**src/rtl/bus_pkg.sv**
```systemverilog
// Shared widths and FSM state encoding for the serial bus target port.
package bus_pkg;
    localparam int ADDR_W     = 16;
    localparam int DATA_W     = 8;
    localparam int ID_W       = 4;
    localparam int ADDR_CNT_W = $clog2(ADDR_W) + 1;
    localparam int DATA_CNT_W = $clog2(DATA_W);

    typedef enum logic [2:0] {
        IDLE,
        RX_ADDR,
        RX_DATA,
        WR_WAIT,
        RD_WAIT,
        TX_DATA,
        ACK
    } state_t;
endpackage

```
**src/rtl/bit_serializer.sv**
```systemverilog
// Loads one data word and shifts it out LSB first on consecutive cycles.
module bit_serializer
    import bus_pkg::*;
(
    input  logic              clk,
    input  logic              rst_n,
    input  logic              load,
    input  logic [DATA_W-1:0] data,
    output logic              bit_out,
    output logic              bit_valid,
    output logic              last
);
    logic [DATA_W-1:0]     sh;
    logic [DATA_CNT_W-1:0] cnt;
    logic                  busy;

    always_ff @(posedge clk or negedge rst_n) begin
        if (!rst_n) begin
            sh   <= '0;
            cnt  <= '0;
            busy <= 1'b0;
        end else if (load) begin
            sh   <= data;
            cnt  <= '0;
            busy <= 1'b1;
        end else if (busy) begin
            sh  <= sh >> 1;
            cnt <= cnt + DATA_CNT_W'(1);
            if (last) busy <= 1'b0;
        end
    end

    assign bit_out   = busy & sh[0];
    assign bit_valid = busy;
    assign last      = busy && (cnt == DATA_CNT_W'(DATA_W - 1));
endmodule

```
**src/rtl/target_port.sv**
```systemverilog
// Serial bus target: receives address/write data bit-serially, runs the device
// handshake, and returns read data bit-serially followed by an ack pulse.
module target_port
    import bus_pkg::*;
#(
    parameter logic [ID_W-1:0] TARGET_ID = 4'h1
)
(
    input  logic              clk,
    input  logic              rst_n,
    input  logic              bus_data_in,
    input  logic              bus_data_in_valid,
    input  logic              bus_mode,
    input  logic              bus_init_rw,
    output logic [ADDR_W-1:0] target_addr,
    output logic              target_rw,
    output logic [DATA_W-1:0] target_wr_data,
    output logic              target_wr_valid,
    output logic              target_rd_req,
    input  logic              target_ready,
    input  logic [DATA_W-1:0] target_rd_data,
    input  logic              target_rd_valid,
    output logic              bus_data_out,
    output logic              bus_data_out_valid,
    output logic              target_ack,
    output logic              frame_err
);
    state_t                state, state_d;
    logic [ADDR_W-2:0]     addr_sr;
    logic [DATA_W-1:0]     wr_sr;
    logic [ADDR_CNT_W-1:0] addr_cnt;
    logic [DATA_CNT_W-1:0] data_cnt;
    logic [ADDR_W-1:0]     full_addr;
    logic                  addr_bit, data_bit, addr_last, data_last, hit;
    logic                  fe_d, ser_load, ser_last;

    assign addr_bit  = bus_data_in_valid & ~bus_mode;
    assign data_bit  = bus_data_in_valid & bus_mode;
    assign addr_last = (addr_cnt == ADDR_CNT_W'(ADDR_W - 1));
    assign data_last = (data_cnt == DATA_CNT_W'(DATA_W - 1));
    // The 16th bit is still on the wire, so decode from the shift register plus it.
    assign full_addr = {bus_data_in, addr_sr};
    assign hit       = (full_addr[ADDR_W-1 -: ID_W] == TARGET_ID);
    assign ser_load  = (state == RD_WAIT) & target_rd_valid;

    always_comb begin
        state_d = state;
        fe_d    = 1'b0;
        unique case (state)
            IDLE:    if (addr_bit) state_d = RX_ADDR;
            RX_ADDR: begin
                if (data_bit) begin
                    fe_d    = 1'b1;
                    state_d = IDLE;
                end else if (addr_bit && addr_last) begin
                    if (!hit)             state_d = IDLE;
                    else if (bus_init_rw) state_d = RX_DATA;
                    else                  state_d = RD_WAIT;
                end
            end
            RX_DATA: begin
                if (addr_bit) begin
                    fe_d    = 1'b1;
                    state_d = IDLE;
                end else if (data_bit && data_last) begin
                    state_d = WR_WAIT;
                end
            end
            WR_WAIT: if (target_ready)    state_d = ACK;
            RD_WAIT: if (target_rd_valid) state_d = TX_DATA;
            TX_DATA: if (ser_last)        state_d = ACK;
            ACK:     state_d = IDLE;
            default: state_d = IDLE;
        endcase
    end

    always_ff @(posedge clk or negedge rst_n) begin
        if (!rst_n) begin
            state       <= IDLE;
            addr_sr     <= '0;
            wr_sr       <= '0;
            addr_cnt    <= '0;
            data_cnt    <= '0;
            target_addr <= '0;
            target_rw   <= 1'b0;
            frame_err   <= 1'b0;
        end else begin
            state     <= state_d;
            frame_err <= fe_d;
            if (state_d == IDLE) begin
                addr_cnt <= '0;
                data_cnt <= '0;
            end else begin
                if (addr_bit && (state == IDLE || state == RX_ADDR)) begin
                    addr_sr  <= {bus_data_in, addr_sr[ADDR_W-2:1]};
                    addr_cnt <= addr_cnt + ADDR_CNT_W'(1);
                end
                if (data_bit && state == RX_DATA) begin
                    wr_sr    <= {bus_data_in, wr_sr[DATA_W-1:1]};
                    data_cnt <= data_cnt + DATA_CNT_W'(1);
                end
            end
            // Only a decoded hit publishes address and direction to the device.
            if (state == RX_ADDR && addr_bit && addr_last && hit) begin
                target_addr <= full_addr;
                target_rw   <= bus_init_rw;
            end
        end
    end

    assign target_wr_data  = wr_sr;
    assign target_wr_valid = (state == WR_WAIT);
    assign target_rd_req   = (state == RD_WAIT);
    assign target_ack      = (state == ACK);

    bit_serializer u_ser (
        .clk       (clk),
        .rst_n     (rst_n),
        .load      (ser_load),
        .data      (target_rd_data),
        .bit_out   (bus_data_out),
        .bit_valid (bus_data_out_valid),
        .last      (ser_last)
    );
endmodule

```
**config.mk**
```make
export PLATFORM = sky130hd
export DESIGN_NAME = target_port
export DESIGN_NICKNAME = d
export VERILOG_FILES = /design/src/rtl/bus_pkg.sv /design/src/rtl/bit_serializer.sv /design/src/rtl/target_port.sv
export SDC_FILE = /design/constraint.sdc
export NUM_CORES = 1
export LEC_CHECK = 0
export CAP_MARGIN = 15
export CORE_ASPECT_RATIO = 0.7
export CORE_MARGIN = 3
export CORE_UTILIZATION = 50
export DETAILED_ROUTE_END_ITERATION = 12
export GPL_ROUTABILITY_DRIVEN = 1
export HOLD_SLACK_MARGIN = 0.15
export PLACE_DENSITY = 0.76
export SLEW_MARGIN = 20
export SYNTH_ARGS = -nofsm -noshare
export SYNTH_HDL_FRONTEND = slang
export SYNTH_HIERARCHICAL = 1
export SYNTH_SLANG_ARGS = --single-unit
export TNS_END_PERCENT = 50
```
**constraint.sdc**
```tcl
create_clock -name clk -period 2.9 [get_ports clk]
set_input_delay 0.58 -clock clk [delete_from_list [all_inputs] [get_ports clk]]
set_output_delay 0.58 -clock clk [all_outputs]
set_load 0.05 [all_outputs]
```
After elaboration in Yosys (flattened, before gate mapping) --
Cells that the tools add are included.
Word-level totals: flip-flop bits (word level) 64, memory bits (writable) 0, word-level logic and storage cells 71, bits of input ports 16, ROM bits 0, output and inout port bits 31, latch bits 0, memories kept 0
Cells by class: bitwise gates (word level) 6, order comparisons 0, $add $sub $neg 3, reduce and logical (&&, ||, !) cells 16, equal/unequal tests 10, shift operators 0, muxes and demuxes 25, multipliers 0, divide/modulo/power cells 0
Operators with widths (number):
- $mux W3 | 14
- $pmux W3 S6 | 1
- $mux W8 | 2
- $eq A3 B3 Y1 const B | 5
- $mux W5 | 2
- $logic_and A1 B1 Y1 | 8
- $add A3 B1 Y3 const B | 2
- $eq A3 B2 Y1 const B | 2
- $logic_not A3 Y1 | 2
- $reduce_bool A2 Y1 | 3
- $add A5 B1 Y5 const B | 1
- $eq A5 B4 Y1 const B | 1
- $mux W1 | 5
- $and A1 B1 Y1 | 4
- $eq A4 B1 Y1 const B | 1
- $reduce_and A2 Y1 | 2
- $eq A3 B1 Y1 const B | 1
- $not A1 Y1 | 2
- $pmux W1 S2 | 1
- $logic_or A1 B1 Y1 | 1

Depth between registers and ports, before layout --
Gate-level depths: netlist of run 1.
depth after elaboration 9, gate-level depth with buffers 9, mapped depth without buffers 8

Modules after synthesis --
Netlist of run 1, hierarchy kept.
By module, submodules not included:
- target_port | seq. area each 1301.2 um^2, instances 1, area each 2268.4 um^2, cells each 180
- bit_serializer | seq. area each 300.3 um^2, instances 1, area each 585.6 um^2, cells each 52

Least setup slack after synthesis of run 1 --
No wires, ideal clock.
path kind register to register, from reg u_ser.busy (netlist: u_ser/bit_valid), to reg addr_sr[10], period minus slack after synthesis 2.546 ns, arrival time 2.421 ns, buffers on the path 3, stages on the path, launching flop included 10, data required time 2.775 ns, library setup time 0.125 ns, slack 0.354 ns, cell sequence dfrtp_1 -> buf_6 -> buf_12 -> and2_2 -> nand2b_1 -> a21oi_1 -> a2111o_2 -> o21ai_4 -> buf_12 -> mux2_4
On the way: longest elaborated chain between the ends 6
RTL lines:
- from (decl) | line bit_serializer.sv:15 | logic busy;
- from (signal assigned) | line bit_serializer.sv:21 | busy <= 1'b0;
- from (signal assigned) | line bit_serializer.sv:25 | busy <= 1'b1;
- from (signal assigned) | line bit_serializer.sv:29 | if (last) busy <= 1'b0;
- $logic_and A1 B1 Y1 | line bit_serializer.sv:35 | assign last = busy && (cnt == DATA_CNT_W'(DATA_W - 1));
- via ser_last | line target_port.sv:35 | logic fe_d, ser_load, ser_last;
- $mux W3 | line target_port.sv:71 | TX_DATA: if (ser_last) state_d = ACK;
- $pmux W3 S6 | line target_port.sv:49 | unique case (state)
- via state_d[0] | line target_port.sv:28 | state_t state, state_d;
- $logic_not A3 Y1 | line target_port.sv:90 | if (state_d == IDLE) begin
- $not A1 Y1 (no source line)
- $reduce_and A2 Y1 (no source line)
- to (signal assigned) | line target_port.sv:95 | addr_sr <= {bus_data_in, addr_sr[ADDR_W-2:1]};
- to (decl) | line target_port.sv:29 | logic [ADDR_W-2:0] addr_sr;
The timed path passes the listed nets, and every way through them passes these cells. A chain may end at the register's enable or synchronous reset.

Worst setup path in the final report of run 1 --
from reg state[1], to out target_wr_valid
On the way: longest elaborated chain between the ends 1
RTL lines:
- from (decl) | line target_port.sv:28
- from (signal assigned) | line target_port.sv:88 | state <= state_d;
- $eq A3 B2 Y1 | line target_port.sv:112 | assign target_wr_valid = (state == WR_WAIT);
- to (decl) | line target_port.sv:18 | output logic target_wr_valid,
Every way passes these cells.

==> run metrics, run 1 <==
worst reg2reg path startpoint addr_cnt[0]$_DFFE_PN0P_; Worst R2R Path Depth 9; first-pass GRT wire length 9121 um; Worst path top cell family by delay buffers and inverters; synthesized cell area 0.002854 mm2; xor/xnor share of the synthesized area 0.01228; Post-DP HPWL ~3700 um; commonest cells after routing, fill and taps aside 64 x dfrtp_1, 45 x clkdlybuf4s50_1, 38 x nand2_1; CP endpoint kind output pin; DRC 0; Layout Nets 309; max-cap check violation count 0; peak supply drop 0.4080 mV; Die ar. ~0.0067 mm2; I/O pins 47; Crit-path slowest cell clkdlybuf4s50_1; area of the multi-input gates approximately 0.0011 mm2; Die Y 69.21 um; status complete, no violations; top cell type by total area after synthesis dfrtp_1; Mapped Cells 232; Vias per Instance 5.154; compound-cell area share of the yosys netlist 0.05524; CP startpoint kind flop; Num CTS Buffers 9; Clk pin slew, worst setup/hold paths 60 ps; Routability Congestion 0.8127; largest net degree at the start of global routing 29; R2R Setup Slk about 450 ps; hold violation count in the final report 0; vias in the first global route 1916; Leak 1.686 nW; Post-Route WL 5250 um; initial antenna violation count 0; Root Driver clkbuf_8; Synth warnings 6; final design utilization 0.6760; final setup violation count 0; synthesized area per cell around 12 um2; CP Cell Sequence nor2b_4, and2_1, clkdlybuf4s50_1; Worst path max stage delay 810 ps; post-synthesis simple-gate area fraction 0.1482; # rows 22; Critical Path RT between 2000 and 2500 ps; DP Worst Slack 106.5 ps; CTS tree yes; Starting Density 0.5317; Seq cells post-synth 64; Net Sw Frac 0.2243; relative slew slack 0.5928; Int Power between 1.5 and 2 mW; net load switching power 0.4872 mW; ys async rst share 1.000; total negative slack 0 ps; ANT nets after route 0; Final min period 2633 ps; Clk pwr share 0.437; Max clock buf depth 2; largest cells by area after synthesis dfrtp_1 56%, mux2_2 6.7%, mux2_4 5.3%; port buffer count 46; Max Slew Vio Count 0; syn_nets 254; layout cells sized above 1 0.2123; Worst Hold Path EP target_addr[12]$_DFFE_PN0P_; total global-route track usage 0.1793; grt total ovfl 0; period utilization 0.9078; CTS Sinks 64; worst-path fanout max 10; Layout area overhead 27.14%; clock skew 8.646 ps; hold depth 1; Post-synth EDFFs 0; commonest non-fill, non-tap cell in the layout dfrtp_1; core footprint ~0.0054 mm2; Die X slightly below 100 um; clk_lat worst skew between 300 and 400 ps; RSZ-0062 raised after global routing no; slew of the pin with the lowest slew margin slightly above 600 ps; multiplexer share of the synthesized area 0.1548; Synth Flop Type dfrtp_1; Critical R2R Capture addr_sr[5]$_DFFE_PN0P_; post-route setup slack around 270 ps; Iter 0 DRT Violations 78; register area share after synthesis 0.5612; ant diodes 0; Comb power frac 0.093; crit path kind reg -> out; largest family of logic cells by synthesized area multiplexers; drt first pass iters 4; via count 1876; share of power burned in registers 0.470; hold crit path type reg -> reg; arrival time worst endpoint 2050 ps; wire length per cell 14.42 um; CTS HTree Levels 3; Pwr Density 598.7 mW/mm2; hold path start target_addr[12]$_DFFE_PN0P_; synth unique cells 43; Post-CTS Setup Inserts 0; area share of the largest cell type after synthesis 0.5612; post-synthesis adder-cell area fraction 0.02630; final-layout fill cell count ~400; CP bufs+invs 1; Max Freq 379.8 MHz; Reg area 0.001602 mm2
## cell families (layout without fill, tap and decap cells)
logic type | count (synthesis) | in the layout
AOI/OAI and AO/OA | 25 | 25
adders and majority gates | 6 | 6
muxes | 37 | 37
buffers and inverters | 16 | 76
xor gates and xnor gates | 4 | 4
and+or+nand+nor | 80 | 80
DFF | 64 | 64
## flip-flops by register name (all words and copies together) (netlist names)
name             count
u_ser/sh             8
target_addr         16
target_rw            1
target_wr_data       8
state                3
addr_sr             15
u_ser/bit_valid      1
frame_err            1
data_cnt             3
u_ser/cnt            3
addr_cnt             5
## per-stage QoR
stage,cell area (um2),std cells,power (mW),hold WS (ps)
CTS,3628,364,2.195,475.6
floorplan,2854,232,1.156,284.4
global route,3628,364,2.256,516.7
detailed placement,3366,347,1.240,455.2
finish,3628,364,2.172,471.7
global placement,3366,347,1.229,451.3
## final cells by class
type,count,share of cell area
clock buffers,10,0.03793
repair buffers,57,0.1490
inverters,3,0.003103
flip-flops and latches,64,0.4414
clock inverters,6,0.03172
well taps,72,0.02483
multi-input cells,152,0.3121
## worst register-to-register path, delay by kind of cell (launching register included)
kind | cells | cell delay (ps)
AO/OA/AOI/OAI | 3 | 690
adder cells (fa/ha/maj) | 2 | 340
buffers and inverters | 1 | 230
flip-flops | 1 | 390
multiplexers | 1 | 330
AND/OR/NAND/NOR | 2 | 360
## synthesized netlist by cell type (2+ instances only)
library cell,n
dfrtp_1,64
nand2_1,38
mux2_2,17
o21ai_0,12
nor2_1,11
mux2_4,10
mux2i_1,10
ha_1,6
and2_1,5
nand2b_1,5
clkbuf_1,4
a21oi_1,3
buf_4,3
inv_1,3
nor3b_1,3
o21ai_1,3
and2_2,2
and3_1,2
buf_12,2
buf_6,2
nand4_1,2
nor2b_1,2
xnor2_1,2
xor2_1,2
## per-layer routing
layer,up-vias,GRT usage,share of wire
li1,910,-,-
met1,908,0.2444,0.48
met2,49,0.2571,0.44
met3,9,0.06833,0.060
met4,0,0.07309,0.016
met5,-,0,0
## power by group through the flow
stage          clock (mW)  sequential [mW]  combinational (mW)
2_1_floorplan           0             1.01               0.142
3_3_place_gp            0             1.03               0.196
3_5_place_dp            0             1.04               0.201
4_1_cts             0.969             1.02               0.203
5_1_grt              1.00             1.03               0.219
6_report            0.950             1.02               0.201
## worst max path at each step
stage,to,cells past startpoint,from
floorplan,addr_sr[10]$_DFFE_PN0P_,9,u_ser/bit_valid$_DFF_PN0_
global placement,addr_sr[8]$_DFFE_PN0P_,8,bus_mode
detailed placement,addr_sr[4]$_DFFE_PN0P_,7,bus_data_in_valid
CTS,target_wr_valid,3,state[1]$_DFF_PN0_
global route,target_wr_valid,3,state[1]$_DFF_PN0_
finish,target_wr_valid,3,state[1]$_DFF_PN0_
## timing repair
action	CTS	global route
hold buffers	1	0
setup endpoints to repair	0	0
resized for setup	0	0
hold endpoints to repair	13	0
Power figures use the tool's default switching activity.
==> run 2, diff against run 1 <==
--- a/config.mk
+++ b/config.mk
@@ -13,6 +13,7 @@
 export GPL_ROUTABILITY_DRIVEN = 1
 export HOLD_SLACK_MARGIN = 0.15
 export PLACE_DENSITY = 0.76
+export REMOVE_ABC_BUFFERS = 1
 export SLEW_MARGIN = 20
 export SYNTH_ARGS = -nofsm -noshare
 export SYNTH_HDL_FRONTEND = slang
==> run 2 against run 1 <==
  * Hold slack worse by 170 ps
  * Critical path type unchanged
  * Worst setup slack better by 13 ps
  * Cell count down 0.82%
  * Non-clock buffer count down 2
  * Largest cell class unchanged
  * Clock power down 30%
  * Critical path depth unchanged
  * Core utilization down 1.6 points
  * Largest power group unchanged
  * Via count down 2.2%
  * Combinational power about the same
==> run metrics, run 2 (synthesized netlist as in run 1, its figures left out) <==
Post-DP HPWL 3577 um; core footprint approximately 0.0054 mm2; # resized after CTS 0; Vias per Instance 5.083; R2R Setup Slk 420 ps; RSZ-0062 raised after global routing no; Die X 96.30 um; commonest non-fill, non-tap cell in the layout dfrtp_1; Max Freq 381.7 MHz; Die ar. 0.006665 mm2; worst reg2reg path startpoint addr_cnt[0]$_DFFE_PN0P_; slew of the pin with the lowest slew margin 733.8 ps; commonest cells after routing, fill and taps aside 64 x dfrtp_1, 45 x clkdlybuf4s50_1, 38 x nand2_1; period utilization 0.9033; Layout area overhead 24.16%; Hold Buf Count CTS 0; final setup violation count 0; crit path kind reg -> out; clk_lat worst skew ~330 ps; status complete, no violations; layout cells sized above 1 0.2042; port buffer count 46; ANT nets after route 0; Critical R2R Capture addr_sr[3]$_DFFE_PN0P_; Num CTS Buffers 9; clock skew 8.460 ps; Root Driver clkbuf_8; CP endpoint kind output pin; CTS Sinks 64; max-cap check violation count 0; via count between 1500 and 2000; ant diodes 0; Leak about 1.6 nW; relative slew slack 0.5108; worst-path fanout max 10; final-layout fill cell count 463; drt first pass iters 4; grt total ovfl 0; Worst R2R Path Depth 9; total global-route track usage 0.1694; CTS tree yes; peak supply drop 0.3312 mV; final design utilization 0.6601; Routability Congestion roughly 0.8; DRC 0; hold violation count in the final report 0; first-pass GRT wire length 8714 um; CP startpoint kind flop; vias in the first global route 1851; initial antenna violation count 0; arrival time worst endpoint a little over 2000 ps; Post-Route WL 5062 um; total negative slack 0 ps; Die Y ~70 um; Layout Nets slightly above 300; Max Slew Vio Count 0; area of the multi-input gates roughly 0.0011 mm2; # rows 22; Reg area 0.001602 mm2; Max clock buf depth 2; CTS HTree Levels 3; I/O pins 47; Iter 0 DRT Violations 75; hold crit path type in -> async; Pwr Density 532.0 mW/mm2; max reg flops 16; Regs by FF count target_addr (16), addr_sr (15); wire length per cell 14.02 um; Clk pin slew, worst setup/hold paths 60 ps; Post-CTS Setup Inserts 0; Critical Path RT 2320 ps; Starting Density 0.5317; Final min period 2620 ps; Most flops, register target_addr; largest net degree at the start of global routing 34
run 2: cell count changes in the layout (fill, tap and decap cells not counted), sizes merged:
cell,delta
inv,-1
bufinv,-3
clkbuf,+2
clkinv,+1
dlygate4sd3,-1
buf,-1
run 2: worst max-delay path by stage:
stage | from | endpoint | slack, ps | cells after the start
detailed placement | bus_mode | addr_sr[3]$_DFFE_PN0P_ | 120 | 7
floorplan | addr_cnt[0]$_DFFE_PN0P_ | addr_sr[0]$_DFFE_PN0P_ | 110 | 8
CTS | state[1]$_DFF_PN0_ | target_rd_req | 280 | 3
global placement | bus_mode | addr_sr[3]$_DFFE_PN0P_ | 150 | 7
finish | state[1]$_DFF_PN0_ | target_wr_valid | 280 | 3
global route | state[1]$_DFF_PN0_ | target_wr_valid | 190 | 3
run 2: routing by layer:
layer,up-vias,global-route usage,share of wire
met5,-,0,0
met4,0,0.06532,0.012
met3,6,0.06291,0.050
met2,41,0.2379,0.45
met1,894,0.2380,0.49
li1,894,-,-
run 2: worst max-delay path, stage by stage, from the launching register on:
cell	delay [ps]
dfrtp_1	520
nor2b_4	260
and2_1	140
clkdlybuf4s50_1	790
run 2: metrics by stage:
| stage | hold WS (ps) | cells | power (mW) | setup WS (ps) | instance area (um2) |
|---|---|---|---|---|---|
| 2_1_floorplan | 284.4 | 219 | 1.148 | 111.5 | 2745 |
| 5_1_grt | 347.6 | 361 | 1.974 | 186.4 | 3543 |
| 3_3_place_gp | 449.9 | 346 | 1.232 | 149.3 | 3371 |
| 6_report | 305.3 | 361 | 1.885 | 280.3 | 3543 |
| 4_1_cts | 317.1 | 361 | 1.908 | 276.7 | 3543 |
| 3_5_place_dp | 455.3 | 346 | 1.240 | 120.5 | 3371 |
run 2: layout make-up:
| class | count | share of cell area |
|---|---|---|
| Sequential cell | 64 | 0.4520 |
| Multi-Input combinational cell | 152 | 0.3196 |
| Timing Repair Buffer | 55 | 0.1511 |
| Clock buffer | 12 | 0.04379 |
| Tap cell | 72 | 0.02542 |
| Clock inverter | 3 | 0.004944 |
| Inverter | 3 | 0.003178 |
run 2: report_power, final:
part / internal, mW / leakage, nW / total [mW] / switching [mW]
registers: 0.958 / 0.828 / 1.02 / 0.0621
clock network: 0.349 / 0.0882 / 0.663 / 0.314
logic: 0.130 / 0.733 / 0.203 / 0.0725
==> run 3, diff against run 2 <==
--- a/config.mk
+++ b/config.mk
@@ -17,6 +17,5 @@
 export SLEW_MARGIN = 20
 export SYNTH_ARGS = -nofsm -noshare
 export SYNTH_HDL_FRONTEND = slang
-export SYNTH_HIERARCHICAL = 1
 export SYNTH_SLANG_ARGS = --single-unit
 export TNS_END_PERCENT = 50
==> run 3 against run 2 <==
  * Hold slack better by 160 ps
  * Cell area is 1.6% higher
  * Sequential power is 21% higher
  * Sequential share of layout area is 0.72 points lower
  * Register-to-register slack better by 170 ps
  * Total power is 55% higher
  * Combinational power grew to 4.4 times the previous value
  * Synthesized cell count is 6.9% lower
  * Clock power is 22% higher
  * Core utilization is 1.1 points higher
  * Via count is 1.5% lower
==> run metrics, run 3 <==
peak supply drop 0.5146 mV; synthesized area per cell 13.13 um2; final setup violation count 0; status complete, no violations; # rows 22; final-layout fill cell count 406; largest cells by area after synthesis dfrtp_1 56%, mux2_2 9.9%, mux2_4 5.3%; Clk pin slew, worst setup/hold paths 70 ps; Synth warnings 0; synth unique cells 37; I/O pins 47; worst-path fanout max 9; max reg flops 16; CP endpoint kind output pin; Iter 0 DRT Violations 70; CTS HTree Levels 3; total global-route track usage 0.1701; via count 1807; total negative slack 0 ps; core footprint between 0.005 and 0.006 mm2; commonest non-fill, non-tap cell in the layout dfrtp_1; wire length per cell about 15 um; Post-DP Area 0.003383 mm2; drt first pass iters 5; hold slack 468.8 ps; Vias per Instance 5.207; Max Slew Vio Count 0; hold crit path type reg -> reg; relative slew slack 0.6476; synthesized cell area 0.002836 mm2; Crit-path slowest cell clkdlybuf4s50_1; Critical Path RT between 2000 and 2500 ps; DRC 0; Pwr Density roughly 800 mW/mm2; # resized after CTS 0; layout cells sized above 1 0.2509; CTS tree yes; cell area after layout approximately 0.0036 mm2; Layout Nets between 200 and 300; post-route setup slack around 280 ps; hold violation count in the final report 0; Synth top cells by count 64 x dfrtp_1, 25 x mux2_2, 16 x nand2_1, 15 x o21ai_0, 12 x nor2_1; RSZ-0062 raised after global routing no; CP bufs+invs 1; arrival time worst endpoint 2040 ps; CTS Sinks 64; Leak 1.724 nW; top cell type by total area after synthesis dfrtp_1; grt total ovfl 0; Post-synth EDFFs 0; Die X 96.03 um; most frequent cell after synthesis dfrtp_1; slew of the pin with the lowest slew margin 526.9 ps; Max Freq 382.2 MHz; Die ar. 0.006627 mm2; Synth Flop Type dfrtp_1; Layout area overhead 26.95%; port buffer count 46; Die Y 69.02 um; register area share after synthesis 0.5646; Post-Route WL between 5000 and 6000 um; DP Worst Slack 279.0 ps; clock skew around 9.5 ps; Seq cells post-synth 64; CP startpoint kind flop; Max clock buf depth 2; Starting Density 0.5284; Num CTS Buffers 9; Regs by FF count target_addr (16), addr_sr (15); Reg area 0.001602 mm2; commonest cells after routing, fill and taps aside 64 x dfrtp_1, 45 x clkdlybuf4s50_1, 25 x mux2_2; clk_lat worst skew 330 ps; ANT nets after route 0; Routability Congestion 0.8079; area of the multi-input gates 0.001137 mm2; max-cap check violation count 0; Root Driver clkbuf_8; crit path kind reg -> out; Most flops, register target_addr; first-pass GRT wire length 8680 um; Post-DP HPWL approximately 3500 um; Mapped Cells between 200 and 250; Final min period 2617 ps; vias in the first global route 1835; CP Cell Sequence nor2b_4, and2_1, clkdlybuf4s50_1; ant diodes 0; period utilization 0.9023; ys async rst share 1.000; initial antenna violation count 0; largest net degree at the start of global routing 32; Worst path max stage delay 810 ps; area share of the largest cell type after synthesis 0.5646; Worst path top cell family by delay buffers and inverters
==> run 3: cell types whose count changed after synthesis, sizes merged, moves of 3 or more <==
| cell | change |
|---|---|
| buf | -5 |
| inv | +4 |
| mux2 | +8 |
| nand2 | -22 |
| nand2b | -3 |
==> run 3: cell type report <==
class | count | area share
clock buffer | 10 | 0.03822
inverter | 7 | 0.007297
multi-input combinational | 135 | 0.3158
sequential | 64 | 0.4448
timing repair buffer | 55 | 0.1494
clock inverter | 4 | 0.01946
tap | 72 | 0.02502
==> run 3: final timing paths <==
kind	start	end	slack (ps)	cells past startpoint
hold reg to reg	target_addr[12]$_DFFE_PN0P_	target_addr[12]$_DFFE_PN0P_	470	1
max in group asynchronous	rst_n	addr_sr[14]$_DFFE_PN0P_	1660	3
setup / recovery	state[2]$_DFF_PN0_	target_wr_valid	280	3
setup reg to reg	addr_cnt[0]$_DFFE_PN0P_	addr_sr[0]$_DFFE_PN0P_	590	9
min in group asynchronous	rst_n	u_ser.sh[4]$_DFFE_PN0P_	620	2
hold / removal	target_addr[12]$_DFFE_PN0P_	target_addr[12]$_DFFE_PN0P_	470	1
==> run 3: metrics by stage <==
stage / utilization / total power [mW] / cells
6_report: 0.6709 / 2.927 / 347
3_5_place_dp: 0.6303 / 2.134 / 332
4_1_cts: 0.6709 / 2.956 / 347
5_1_grt: 0.6709 / 3.090 / 347
3_3_place_gp: 0.6303 / 2.095 / 332
2_1_floorplan: - / 1.833 / 206
==> run 3: what timing repair did <==
action	4_1_cts	5_1_grt
buffers inserted	0	0
hold buffers	1	0
endpoints found under the hold margin	7	0
==> run 3: logic make-up after synthesis <==
logic type,share of synthesized area
muxes,0.1910
xor gates and xnor gates,0.01235
buffers and inverters,0.03441
DFF,0.5646
adders and majority gates,0.02647
AOI/OAI and AO/OA,0.06529
and+or+nand+nor,0.1059
==> run 3: worst reg2reg max path, delay by kind of cell, from the launching register on <==
kind / cells / cell delay [ps]
AO/OA/AOI/OAI: 4 / 790
flip-flops: 1 / 380
adder cells (fa/ha/maj): 2 / 350
multiplexers: 1 / 340
buffers and inverters: 1 / 180
AND/OR/NAND/NOR: 1 / 160
==> run 3: power breakdown <==
group	switching, mW	internal (mW)
registers	0.159	1.07
logic	0.478	0.411
clock network	0.314	0.495
total	0.951	1.98
==> run 3: per-layer routing <==
metal,GRT usage,vias to the layer above,share of wire
met5,0,-,0
met4,0.06467,0,0.016
met3,0.06434,9,0.054
met2,0.2448,43,0.45
met1,0.2327,889,0.48
li1,-,866,-
